**config.mk**
```make
export PLATFORM = sky130hd
export DESIGN_NAME = oc8051_cxrom_arb
export DESIGN_NICKNAME = d
export VERILOG_FILES = /design/src/rtl/oc8051_cxrom_arb_pkg.sv /design/src/rtl/oc8051_cxrom_arb_prio.sv /design/src/rtl/oc8051_cxrom_arb.sv
export SDC_FILE = /design/constraint.sdc
export NUM_CORES = 1
export LEC_CHECK = 0
export ABC_AREA = 1
export BUFFER_PORTS_ARGS = -buffer_cell sky130_fd_sc_hd__buf_2
export CAP_MARGIN = 15
export CELL_PAD_IN_SITES_DETAIL_PLACEMENT = 0
export CELL_PAD_IN_SITES_GLOBAL_PLACEMENT = 1
export CORE_AREA = 2 2 106 108
export CTS_CLUSTER_SIZE = 8
export DETAILED_ROUTE_END_ITERATION = 8
export DIE_AREA = 0 0 108 110
export HOLD_SLACK_MARGIN = 0.1
export PLACE_DENSITY = 0.83
export SETUP_SLACK_MARGIN = 0.1
export SYNTH_ARGS = -nofsm -noshare
export SYNTH_HDL_FRONTEND = slang
export SYNTH_HIERARCHICAL = 1
export SYNTH_SLANG_ARGS = --single-unit
```
**constraint.sdc**
```tcl
create_clock -name clk -period 1.9 [get_ports clk]
set_input_delay 0.38 -clock clk [delete_from_list [all_inputs] [get_ports clk]]
set_output_delay 0.38 -clock clk [all_outputs]
set_load 0.05 [all_outputs]
```
**src/rtl/oc8051_cxrom_arb_pkg.sv**
```systemverilog
// Shared definitions for the oc8051 code-ROM arbiter: owner encoding and parameter defaults.
package oc8051_cxrom_arb_pkg;

  // One-hot so each rvalid output is a single flop bit of the owner register.
  typedef enum logic [2:0] {
    OWN_IDLE = 3'b001,
    OWN_CPU  = 3'b010,
    OWN_DMA  = 3'b100
  } owner_e;

  localparam int          STARVE_MAX_DEF = 4;
  localparam logic [15:0] DMA_LIMIT_DEF  = 16'h8000;

  function automatic logic dma_in_window(input logic [15:0] addr, input logic [15:0] limit);
    return (addr < limit);
  endfunction

endpackage

```
**src/rtl/oc8051_cxrom_arb_prio.sv**
```systemverilog
// Grant logic for the code-ROM arbiter: CPU-first priority with a DMA anti-starvation counter.
module oc8051_cxrom_prio
  import oc8051_cxrom_arb_pkg::*;
#(
  parameter int STARVE_MAX = STARVE_MAX_DEF
) (
  input  logic clk,
  input  logic rst,
  input  logic cpu_req,
  input  logic dma_req,
  output logic cpu_gnt,
  output logic dma_gnt
);

  localparam int CW = (STARVE_MAX < 1) ? 1 : $clog2(STARVE_MAX + 1);

  logic [CW-1:0] starve_cnt_r;
  logic          starve_hit_s;

  assign starve_hit_s = (starve_cnt_r == CW'(STARVE_MAX));

  // grant decision; both grants held low during reset
  always_comb begin
    cpu_gnt = 1'b0;
    dma_gnt = 1'b0;
    if (!rst) begin
      cpu_gnt = 1'b0;
      dma_gnt = 1'b0;
    end else if (dma_req && (!cpu_req || starve_hit_s)) begin
      dma_gnt = 1'b1;
    end else if (cpu_req) begin
      cpu_gnt = 1'b1;
    end else begin
      cpu_gnt = 1'b0;
      dma_gnt = 1'b0;
    end
  end

  // count CPU wins while DMA waits; saturating
  always_ff @(posedge clk) begin
    if (!rst) begin
      starve_cnt_r <= {CW{1'b0}};
    end else if (dma_gnt || !dma_req) begin
      starve_cnt_r <= {CW{1'b0}};
    end else if (cpu_gnt && !starve_hit_s) begin
      starve_cnt_r <= starve_cnt_r + CW'(1);
    end else begin
      starve_cnt_r <= starve_cnt_r;
    end
  end

endmodule

```
**src/rtl/oc8051_cxrom_arb.sv**
```systemverilog
// Two-port (CPU fetch / boot-verify DMA) arbiter in front of the combinational oc8051 code ROM.
module oc8051_cxrom_arb
  import oc8051_cxrom_arb_pkg::*;
#(
  parameter int          STARVE_MAX = STARVE_MAX_DEF,
  parameter logic [15:0] DMA_LIMIT  = DMA_LIMIT_DEF
) (
  input  logic        clk,
  input  logic        rst,
  input  logic        cpu_req,
  input  logic [15:0] cpu_addr,
  output logic        cpu_gnt,
  output logic        cpu_rvalid,
  output logic [31:0] cpu_rdata,
  input  logic        dma_req,
  input  logic [15:0] dma_addr,
  output logic        dma_gnt,
  output logic        dma_rvalid,
  output logic [31:0] dma_rdata,
  output logic        dma_err,
  output logic [15:0] rom_addr,
  input  logic [31:0] rom_data
);

  owner_e      state_r;
  owner_e      state_s;
  logic [15:0] addr_r;

  oc8051_cxrom_prio #(.STARVE_MAX(STARVE_MAX)) u_prio (
    .clk     (clk),
    .rst     (rst),
    .cpu_req (cpu_req),
    .dma_req (dma_req),
    .cpu_gnt (cpu_gnt),
    .dma_gnt (dma_gnt)
  );

  // ROM address follows the winner, otherwise the last granted address
  always_comb begin
    rom_addr = addr_r;
    if (dma_gnt) begin
      rom_addr = dma_addr;
    end else if (cpu_gnt) begin
      rom_addr = cpu_addr;
    end else begin
      rom_addr = addr_r;
    end
  end

  // owner next state from this cycle's grant
  always_comb begin
    state_s = OWN_IDLE;
    if (dma_gnt) begin
      state_s = OWN_DMA;
    end else if (cpu_gnt) begin
      state_s = OWN_CPU;
    end else begin
      state_s = OWN_IDLE;
    end
  end

  // owner state register
  always_ff @(posedge clk) begin
    if (!rst) begin
      state_r <= OWN_IDLE;
    end else begin
      state_r <= state_s;
    end
  end

  assign cpu_rvalid = state_r[1];
  assign dma_rvalid = state_r[2];

  // return data, error flag and held address
  always_ff @(posedge clk) begin
    if (!rst) begin
      cpu_rdata <= 32'h0000_0000;
      dma_rdata <= 32'h0000_0000;
      dma_err   <= 1'b0;
      addr_r    <= 16'h0000;
    end else begin
      if (cpu_gnt) begin
        cpu_rdata <= rom_data;
      end
      if (dma_gnt) begin
        dma_rdata <= dma_in_window(dma_addr, DMA_LIMIT) ? rom_data : 32'h0000_0000;
        dma_err   <= !dma_in_window(dma_addr, DMA_LIMIT);
      end else begin
        dma_err   <= 1'b0;
      end
      if (cpu_gnt || dma_gnt) begin
        addr_r <= rom_addr;
      end
    end
  end

endmodule

```
=== Word-level counts from Yosys, hierarchy flattened ===
Index checks and enable logic that the tools add are counted.

* $add $sub $neg: 1
* Order comparisons: 1
* Equality and inequality tests: 1
* Multiplexer cells: 10
* Bitwise operators: 1
* Reductions and logical operators: 12

{| class="wikitable"
|+ Operators by type and width
! kind !! count
|-
| $mux W16 || 2
|-
| $mux W32 || 1
|-
| $lt A16 B16 Y1 const B || 1
|-
| $mux W1 || 5
|-
| $logic_not A1 Y1 || 4
|-
| $reduce_or A2 Y1 || 2
|-
| $add A3 B1 Y3 const B || 1
|-
| $eq A3 B3 Y1 const B || 1
|-
| $logic_or A1 B1 Y1 || 3
|-
| $mux W3 || 1
|-
| $logic_and A1 B1 Y1 || 2
|-
| $mux W2 || 1
|-
| $reduce_and A2 Y1 || 1
|-
| $not A1 Y1 || 1
|}

* Bits in registers: 87
* Input bits: 68
* Output and inout bits: 85
* Logic and storage cells: 33

=== Logic depth before layout (Yosys ltp) ===
Gate-level depths: netlist of the first run.

* Depth after elaboration: 7
* Gate-level depth with buffers: 11
* Gate-level depth less buffers: 10

=== Hierarchy ===
Netlist of the first run, hierarchy kept.

{| class="wikitable"
|+ Modules (own cells, without submodules)
! module !! times used !! cells each !! area each (sq um) !! sequential area each (sq um)
|-
| oc8051_cxrom_arb || 1 || 411 || 3175.5 || 1661.6
|-
| oc8051_cxrom_prio || 1 || 24 || 166.4 || 60.1
|}

=== Worst setup path before layout of the first run ===
OpenSTA, ideal clock, no wires.

* Kind: register to output
* Start point: reg u_prio.starve_cnt_r[0]
* End point: out rom_addr[7]
* Arrival time: 2347 ps
* Required time: 1520 ps
* Path slack: -827 ps
* Cell stages (with the launch flop): 10
* Buffers on the path: 2
* Cells stage by stage: dfxtp_1 > inv_1 > ha_1 > nand2_1 > a21oi_1 > buf_6 > nor2_4 > buf_4 > nand2_1 > nand3_1

* Elaborated cells between the ends (all ways): 9
* Those cells by class: eq/ne: 1; mux: 6; reduce/logical: 2

{| class="wikitable"
|+ RTL lines
! element !! RTL line !! source
|-
| start, declared || oc8051_cxrom_arb_prio.sv:17 || <nowiki>logic [CW-1:0] starve_cnt_r;</nowiki>
|-
| start signal, assigned || oc8051_cxrom_arb_prio.sv:42 || <nowiki>starve_cnt_r <= {CW{1'b0}};</nowiki>
|-
| start signal, assigned || oc8051_cxrom_arb_prio.sv:44 || <nowiki>starve_cnt_r <= {CW{1'b0}};</nowiki>
|-
| start signal, assigned || oc8051_cxrom_arb_prio.sv:46 || <nowiki>starve_cnt_r <= starve_cnt_r + CW'(1);</nowiki>
|-
| $eq A3 B3 Y1 || oc8051_cxrom_arb_prio.sv:20 || <nowiki>assign starve_hit_s = (starve_cnt_r == CW'(STARVE_MAX));</nowiki>
|-
| $logic_or A1 B1 Y1 || oc8051_cxrom_arb_prio.sv:29 || <nowiki>end else if (dma_req && (!cpu_req || starve_hit_s)) begin</nowiki>
|-
| $logic_and A1 B1 Y1 || oc8051_cxrom_arb_prio.sv:29 ||
|-
| $mux W1 || oc8051_cxrom_arb_prio.sv:29 ||
|-
| $mux W1 || oc8051_cxrom_arb_prio.sv:26 || <nowiki>if (!rst) begin</nowiki>
|-
| named net dma_gnt || oc8051_cxrom_arb.sv:17 || <nowiki>output logic dma_gnt,</nowiki>
|-
| $mux W16 || oc8051_cxrom_arb.sv:41 || <nowiki>if (dma_gnt) begin</nowiki>
|-
| end, declared || oc8051_cxrom_arb.sv:21 || <nowiki>output logic [15:0] rom_addr,</nowiki>
|}

The timed path passes the listed nets, and every way through them passes these cells.

=== Final worst setup path of the first run ===
* Start point: reg u_prio.starve_cnt_r[1]
* End point: out rom_addr[3]

* Word-level cells in the longest chain between the ends: 7
* Elaborated cells between the ends (all ways): 9
* Those cells by class: eq/ne: 1; mux: 6; reduce/logical: 2

{| class="wikitable"
|+ Ends and longest elaborated chain
! element !! RTL line !! source
|-
| $eq A3 B3 Y1 (*) || oc8051_cxrom_arb_prio.sv:20 ||
|-
| $logic_or A1 B1 Y1 (*) || oc8051_cxrom_arb_prio.sv:29 ||
|-
| $logic_and A1 B1 Y1 (*) || oc8051_cxrom_arb_prio.sv:29 ||
|-
| $mux W1 || oc8051_cxrom_arb_prio.sv:29 ||
|-
| $mux W1 || oc8051_cxrom_arb_prio.sv:26 ||
|-
| $mux W16 || oc8051_cxrom_arb.sv:43 || <nowiki>end else if (cpu_gnt) begin</nowiki>
|-
| $mux W16 (*) || oc8051_cxrom_arb.sv:41 ||
|}

Every way passes the cells marked *; elsewhere a longest branch is shown, timed or not.

==> run metrics, run 1 <==
Post-CTS Hold Fix Bufs 0; core footprint 10,700 µm²; final instance area 5060 µm²; vias post-DR roughly 3,400; Peak VDD IR 0.000381 V; share of cells above drive strength 1 between 40 and 50%; Syn-to-layout area delta 51.4%; DRT antenna net count 0; EDFF count, synth 0; crit path launch type flop; CTS tree yes; Netlist cell types 19; CTS H-Tree Depth 3; # diodes 0; Crit Reg-Reg Endpoint cpu_rdata[27]; largest net degree at the start of global routing 43; final worst-path cycle share 114%; DRC errors left 0; Root Buffer clkbuf_8; 1st-iter DRT viols 120; CP endpoint kind output port; PortBufs 152; critical path arrival 1.79 ns; proportion of synthesized chip area in sequential cells 51.5%; row count 38; worst reg2reg path depth 11; leakage power 2.56 nW; status finished with violations; IO Pins ~150; endpoints failing setup 18; ranking of synthesized cells by area dfxtp_1 (52%), nand2_1 (9.8%), o21ai_0 (9.6%), nand3_1 (8.4%), nor2_1 (7.7%); P per Cell Area 797 nW/µm²; Vias/cell around 4.6; failing checks negative setup slack; worst path setup slack after routing -0.273 ns; first-pass GRT wire length 16,100 µm; worst-margin pin slew about 0.42 ns; max cap viols 0; hpwl dp 7100 µm; pre-CTS WS -0.0182 ns; Req. time, crit path between 1.5 and 2 ns; fin util 47.3%; die extent in y between 100 and 150 µm; Critical Path Source u_prio/starve_cnt_r[1]; die area between 10,000 and 15,000 µm²; clock sink count 86; WHS Path Cells 3; Hold EP cpu_rdata[30]; final setup TNS -4.52 ns; fill count 1,073; RSZ-0062 raised after global routing true; syn_nets 505; initial antenna violation count 1; type of the worst setup path reg2out; CTS Buf Count 9; Min Hold Slack 0.264 ns; slew margin rel. between 70% and 80%; sequential cell area 1720 µm²; Async SR Flop Fraction 0%; Worst-Skew Late Latency 0.35 ns; Multi-input gate area around 1700 µm²; Hold Crit Start rom_data[30]; vias in the first global route 3,357; minimum clock period roughly 2.2 ns; Synth area leader dfxtp_1; CTS clk-pin slew, worst paths ~0.08 ns; FF-to-FF setup slack 0.06 ns; global route overflow 0; DRT Pass-1 Iters 4; count leader, synth nand2_1; synth warn 6; GRT Total Usage between 10% and 20%; Nets 658; RR Startpoint u_prio/starve_cnt_r[1]; Hold/Removal Path Class in2reg; total wire length slightly below 10,000 µm; Pins Over Slew Limit 0; Synth Cell Area 3340 µm²; die width 108 µm; buffer depth of the longest clock path 2; fin cells 733; Max FO, Critical Path 10; post-synthesis register bit count 86; final total power ~4 mW; Cell Area, Placed about 4700 µm²; Yosys top cell area share about half; Mapped Cells 435; fmax 460 MHz; final setup skew 0.00719 ns; Initial Utilization a little under a third; routed length per instance 13.5 µm; synthesized area per cell 7.68 µm²; ys flop type dfxtp_1; GP Congestion 0.740; Synth top cells by count nand2_1 (87), dfxtp_1 (86), nor2_1 (69); placed instance count 714; Hold Vio Cnt, Final 0
==> layout make-up <==
class | count | area share [%]
multi-input combinational | 291 | 34.1
timing repair buffer | 173 | 22.9
inverter | 27 | 2.08
clock buffer | 10 | 2.72
sequential | 86 | 34.1
tap | 140 | 3.46
clock inverter | 6 | 0.717
==> cell families after synthesis <==
| logic type | after synthesis | share of synthesized area, % |
|---|---|---|
| adders and majority gates | 2 | 0.749 |
| AOI/OAI and AO/OA | 65 | 9.73 |
| and+or+nand+nor | 224 | 29.5 |
| DFF | 86 | 51.5 |
| buffers and inverters | 58 | 8.46 |
==> power by group <==
group	switching, mW	internal, mW	leakage [nW]	total, mW
logic	0.640	0.316	1.76	0.956
registers	0.0400	1.88	0.704	1.92
clock network	0.649	0.506	0.0922	1.16
total	1.33	2.71	2.56	4.03
==> worst max path at each step <==
| stage | to | slack [ns] | depth (start not counted) |
|---|---|---|---|
| floorplan | rom_addr[0] | -0.12 | 9 |
| global placement | rom_addr[3] | 0.01 | 7 |
| detailed placement | cpu_rdata[27] | -0.02 | 11 |
| CTS | rom_addr[3] | -0.30 | 9 |
| global route | rom_addr[3] | -0.40 | 9 |
| finish | rom_addr[3] | -0.27 | 10 |
==> flip-flops by register name, summed over array words and instances, names as in the netlist <==
register,flops
addr_r,16
dma_err,1
cpu_rdata,32
dma_rdata,32
state_r,2
u_prio/starve_cnt_r,3
==> critical path, cell delays in order, from the launching register on <==
cell	delay (ns)
dfxtp_2	0.33
inv_2	0.07
ha_4	0.14
nand3_2	0.07
nand3_2	0.10
clkinvlp_4	0.12
nor2_4	0.13
buf_12	0.18
nand2_4	0.06
nand3_4	0.08
buf_6	0.16
==> routing by layer <==
layer  vias up  global-route usage [%]  routed length, µm
met4         2                    7.69                175
met5         -                       0                 11
met3        17                    4.35                653
met2       110                    29.8               4810
met1      1542                    20.4               4270
li1       1701                       -                  -
==> what timing repair did <==
item                                    4_1_cts  5_1_grt
endpoints found under the setup margin       48       49
buffers inserted                              3        1
pin swaps                                     1        3
gates resized for setup                      54        5
==> layout by cell type (no fill, tap or decap) <==
cell / n
nand2_2: 1
buf_6: 5
ha_1: 1
buf_4: 14
nand3_4: 22
a21oi_4: 1
nor2_4: 1
clkbuf_8: 10
o21ai_0: 64
buf_8: 15
clkinv_1: 1
nand2_1: 76
inv_6: 1
inv_1: 21
clkinvlp_4: 2
ha_4: 1
buf_12: 5
buf_2: 134
inv_2: 4
nand2_4: 10
dfxtp_1: 84
nand3_2: 13
nand3_1: 32
nor2_1: 69
dfxtp_2: 2
clkinv_2: 4
Power figures use the tool's default switching activity.
==> run 2, diff against run 1 <==
--- a/config.mk
+++ b/config.mk
@@ -11,11 +11,12 @@
 export CELL_PAD_IN_SITES_DETAIL_PLACEMENT = 0
 export CELL_PAD_IN_SITES_GLOBAL_PLACEMENT = 1
 export CORE_AREA = 2 2 106 108
-export CTS_CLUSTER_SIZE = 8
+export CTS_CLUSTER_SIZE = 14
 export DETAILED_ROUTE_END_ITERATION = 8
 export DIE_AREA = 0 0 108 110
 export HOLD_SLACK_MARGIN = 0.1
 export PLACE_DENSITY = 0.83
+export RECOVER_POWER = 100
 export SETUP_SLACK_MARGIN = 0.1
 export SYNTH_ARGS = -nofsm -noshare
 export SYNTH_HDL_FRONTEND = slang
==> run 2 against run 1 <==
Net effect:
- the run still ends with negative setup slack left
- first-iteration DRC count shrank 9.2%
- hold slack lost 0.00085 ns
- cell count is the same
- final area shrank 1.8%
- non-clock buffer count is the same
- global-route usage is the same
- core utilization shrank 0.83 points
- setup slack gained 0.0031 ns
- highest routed layer unchanged
==> run metrics, run 2 (synthesis results as in run 1) <==
status finished with violations; failing checks negative setup slack; CP endpoint kind output port; max cap viols 0; placed instance count 714; vias post-DR 3,389; most common cell after layout, fill and taps aside dfxtp_1; Regs by FF count cpu_rdata x32, dma_rdata x32, addr_r x16; die extent in y 110 µm; Hold Crit Start rom_data[30]; fmax 461 MHz; P per Cell Area 808 nW/µm²; initial antenna violation count 1; largest net degree at the start of global routing 43; pre-CTS WS -0.0182 ns; crit path launch type flop; first-pass GRT wire length 16,100 µm; final instance area 4970 µm²; CTS H-Tree Depth 3; vias in the first global route 3,357; 1st-iter DRT viols about 110; commonest cells after routing, fill and taps aside dfxtp_1 (84), nand2_1 (76), nor2_1 (69); crit-path most repeated cell nand3_2; IO Pins approximately 150; final worst-path cycle share 114%; fin util 46.5%; critical path arrival 1.79 ns; RSZ-0062 raised after global routing true; Root Buffer clkbuf_8; type of the worst setup path reg2out; Req. time, crit path 1.52 ns; CTS clk-pin slew, worst paths 0.08 ns; Hold/Removal Path Class in2reg; PortBufs 152; total wire length about 9900 µm; Critical Path Source u_prio/starve_cnt_r[1]; Hold Vio Cnt, Final 0; fill count about 1,100; endpoints failing setup 18; leakage power 2.28 nW; GP Congestion 0.740; worst-path cell chain inv_2, ha_4, nand3_2, nand3_2, clkinvlp_4, nor2_4, buf_12, nand2_4, nand3_4, buf_6; Syn-to-layout area delta 48.7%; Peak VDD IR 0.000379 V; die width between 100 and 150 µm; Pins Over Slew Limit 0; hpwl dp 7100 µm; share of cells above drive strength 1 29.8%; minimum clock period 2.17 ns; Initial Utilization ~31%; Slowest cell on crit path dfxtp_2; Nets 658; row count 38; routed length per instance 13.5 µm; worst path setup slack after routing -0.270 ns; core footprint between 10,000 and 15,000 µm²; Cell Area, Placed 4670 µm²; CTS Buf Count 9; DRC errors left 0; Post-CTS Hold Fix Bufs 0; final setup TNS -4.46 ns; worst-margin pin slew 0.655 ns; Vias/cell 4.62; final setup skew between 0.006 and 0.007 ns; DRT Pass-1 Iters 4; DRT antenna net count 0; Worst-Skew Late Latency between 0.3 and 0.4 ns; slew margin rel. 56.5%; Min Hold Slack about 0.26 ns; CTS tree yes; GRT Total Usage 17.3%; clock sink count 86; buffer depth of the longest clock path 2; die area 11,900 µm²; final total power 4.02 mW; global route overflow 0; slowest stage delay, CP 0.33 ns; Max FO, Critical Path 10; # diodes 0; fin cells between 700 and 800; RR Startpoint u_prio/starve_cnt_r[1]
[run 2: changes by cell type in the layout (fill, tap and decap cells not counted), sizes merged]
cell    delta
buf       -67
clkbuf    +67
[run 2: worst max-delay path, delay by kind of cell (launching register included)]
kind	cells	cell delay, ns
DFF	1	0.33
adders and majority gates	1	0.14
buffers and inverters	4	0.53
and+or+nand+nor	5	0.44
[run 2: where the power goes]
group	internal [mW]	switching [mW]	total, mW
combinational	0.299	0.640	0.938
sequential	1.88	0.0414	1.93
clock	0.506	0.649	1.16
total	2.69	1.33	4.02
[run 2: layout make-up]
class | instances | area [µm²] | area share, %
Clock inverter | 6 | 36.3 | 0.730
Multi-Input combinational cell | 291 | 1720 | 34.6
Timing Repair Buffer | 173 | 1070 | 21.6
Inverter | 27 | 105 | 2.11
Sequential cell | 86 | 1720 | 34.7
Clock buffer | 10 | 138 | 2.77
Tap cell | 140 | 175 | 3.52
[run 2: timing repair]
action | in CTS | in global routing
pin swaps | 1 | 3
endpoints found under the setup margin | 48 | 49
resized for setup | 54 | 5
buffers inserted | 3 | 1
[run 2: path summary, 6_finish.rpt]
kind	end	slack, ns	depth (start not counted)
worst max-delay path	rom_addr[3]	-0.27	10
worst max register to register	cpu_rdata[27]	0.07	11
worst min-delay path	cpu_rdata[30]	0.26	3
worst min register to register	dma_rdata[7]	0.49	2
[run 2: per-layer routing]
metal | up-vias | share of wire [%] | GRT usage (%)
met5 | - | 0.11 | 0
met4 | 2 | 1.9 | 7.69
met3 | 17 | 6.3 | 4.35
met2 | 107 | 48 | 29.8
met1 | 1562 | 43 | 20.4
li1 | 1701 | - | -
==> run 3, diff against run 2 <==
--- a/config.mk
+++ b/config.mk
@@ -6,17 +6,18 @@
 export NUM_CORES = 1
 export LEC_CHECK = 0
 export ABC_AREA = 1
-export BUFFER_PORTS_ARGS = -buffer_cell sky130_fd_sc_hd__buf_2
+export BUFFER_PORTS_ARGS = -buffer_cell sky130_fd_sc_hd__buf_4
 export CAP_MARGIN = 15
 export CELL_PAD_IN_SITES_DETAIL_PLACEMENT = 0
 export CELL_PAD_IN_SITES_GLOBAL_PLACEMENT = 1
 export CORE_AREA = 2 2 106 108
+export CTS_CLUSTER_DIAMETER = 50
 export CTS_CLUSTER_SIZE = 14
 export DETAILED_ROUTE_END_ITERATION = 8
 export DIE_AREA = 0 0 108 110
 export HOLD_SLACK_MARGIN = 0.1
 export PLACE_DENSITY = 0.83
-export RECOVER_POWER = 100
+export RECOVER_POWER = 25
 export SETUP_SLACK_MARGIN = 0.1
 export SYNTH_ARGS = -nofsm -noshare
 export SYNTH_HDL_FRONTEND = slang
==> run 3 against run 2 <==
Net effect:
- the flow still finishes with violations (negative setup slack)
- routed wire length rose by 8.0%
- critical path depth did not move
- first-iteration DRC count rose by 34%
- largest cell class is now multi-input combinational cells
- highest routed layer is now met4
==> run metrics, run 3 (synthesis results as in run 1) <==
Req. time, crit path about 1.5 ns; type of the worst setup path reg2out; vias in the first global route around 3,400; Min Hold Slack ~0.27 ns; Hold Vio Cnt, Final 0; Regs by FF count cpu_rdata x32, dma_rdata x32, addr_r x16; Cell Area, Placed 5050 µm²; RSZ-0062 raised after global routing true; GP Congestion 0.793; worst-margin pin slew 0.780 ns; CTS H-Tree Depth 3; fin cells 747; Root Buffer clkbuf_8; placed instance count 714; critical path arrival 1.83 ns; worst-path cell chain inv_2, ha_4, nand2_4, a21oi_4, nor2_4, buf_6, buf_12, nand2_4, nand3_4, buf_8; final instance area 5660 µm²; Pins Over Slew Limit 0; status finished with violations; clock sink count 86; Slowest cell on crit path dfxtp_2; final setup skew roughly 0.010 ns; largest net degree at the start of global routing 81; DRC errors left 0; hpwl dp approximately 7200 µm; die area between 10,000 and 15,000 µm²; Worst-Skew Late Latency ~0.34 ns; Nets 672; slew margin rel. 48.0%; Syn-to-layout area delta 69.5%; Crit Reg-Reg Endpoint addr_r[8]; Initial Utilization 31.2%; 1st-iter DRT viols 146; CP endpoint kind output port; crit-path most repeated cell nand2_4; most common cell after layout, fill and taps aside buf_4; Hold/Removal Path Class in2reg; final worst-path cycle share 116%; Peak VDD IR 0.000390 V; worst reg2reg path depth 13; share of cells above drive strength 1 43.5%; Vias/cell 4.61; die extent in y 110 µm; failing checks negative setup slack; total wire length 10,700 µm; IO Pins between 150 and 200; row count 38; initial antenna violation count 0; worst path setup slack after routing -0.311 ns; fmax 452 MHz; core footprint 10,700 µm²; endpoints failing setup 18; slowest stage delay, CP 0.34 ns; Hold EP cpu_rdata[11]; FF-to-FF setup slack 0.13 ns; commonest cells after routing, fill and taps aside buf_4 (155), dfxtp_1 (84), nand2_1 (70); DRT Pass-1 Iters 6; buffer depth of the longest clock path 2; GRT Total Usage 17.6%; die width 108 µm; Hold Crit Start rom_data[11]; Max FO, Critical Path 5; crit path launch type flop; P per Cell Area 765 nW/µm²; routed length per instance 14.3 µm; leakage power 2.76 nW; CTS clk-pin slew, worst paths 0.09 ns; vias post-DR 3,440; fill count 1,023; # diodes 0; first-pass GRT wire length 16,400 µm; PortBufs 152; CTS Buf Count 9; minimum clock period 2.21 ns; global route overflow 0; WHS Path Cells 3; max cap viols 0; DRT antenna net count 0; RR Startpoint u_prio/starve_cnt_r[0]; CTS tree yes
==> run 3: cell type report <==
class	count	area (µm²)	area share (%)
sequential	86	1720	30.4
multi-input combinational	291	1770	31.3
clock inverter	5	58.8	1.04
inverter	27	108	1.90
tap	140	175	3.09
timing repair buffer	187	1680	29.7
clock buffer	11	141	2.50
==> run 3: stage by stage <==
stage                     setup slack, ns  TNS [ns]  power, mW  util (%)
final                              -0.311     -4.98       4.33      52.9
after global routing               -0.410     -6.71       4.55      52.9
after CTS                          -0.313     -5.07       4.34      51.6
after detailed placement           0.0574         0       2.94      47.3
after global placement             0.0931         0       2.93      47.3
after floorplan                    -0.124     -1.51       2.59         -
==> run 3: per-layer routing <==
metal / global-route usage, % / wire [µm]
met4: 4.67 / 90
met5: 0 / 0
met1: 20.1 / 4370
met3: 6.00 / 814
met2: 31.4 / 5390
==> run 3: critical path: cells and delay by family, from the launching register on <==
| family | cells | cell delay, ns |
|---|---|---|
| adders and majority gates | 1 | 0.15 |
| buffers and inverters | 4 | 0.46 |
| DFF | 1 | 0.34 |
| and+or+nand+nor | 4 | 0.28 |
| AOI/OAI and AO/OA | 1 | 0.24 |
==> run 3: power breakdown <==
part,switching [mW],internal (mW)
registers,0.0478,1.88
clock network,0.644,0.645
logic,0.664,0.447
==> run 3: how the worst max path moves through the flow <==
stage | start | endpoint | slack, ns | cells after the start
3_5_place_dp | u_prio/starve_cnt_r[1] | rom_addr[9] | 0.06 | 10
3_3_place_gp | u_prio/starve_cnt_r[1] | rom_addr[4] | 0.09 | 10
4_1_cts | u_prio/starve_cnt_r[1] | rom_addr[0] | -0.31 | 10
2_1_floorplan | u_prio/starve_cnt_r[1] | rom_addr[0] | -0.12 | 9
5_1_grt | u_prio/starve_cnt_r[0] | rom_addr[6] | -0.41 | 11
6_report | u_prio/starve_cnt_r[0] | rom_addr[4] | -0.31 | 10
==> run 3: what timing repair did <==
item,4_1_cts,5_1_grt
pin swaps,3,20
gates cloned,1,1
gates resized for setup,48,17
hold buffers,0,0
endpoints found under the hold margin,0,0
setup buffers,9,7
endpoints found under the setup margin,18,50
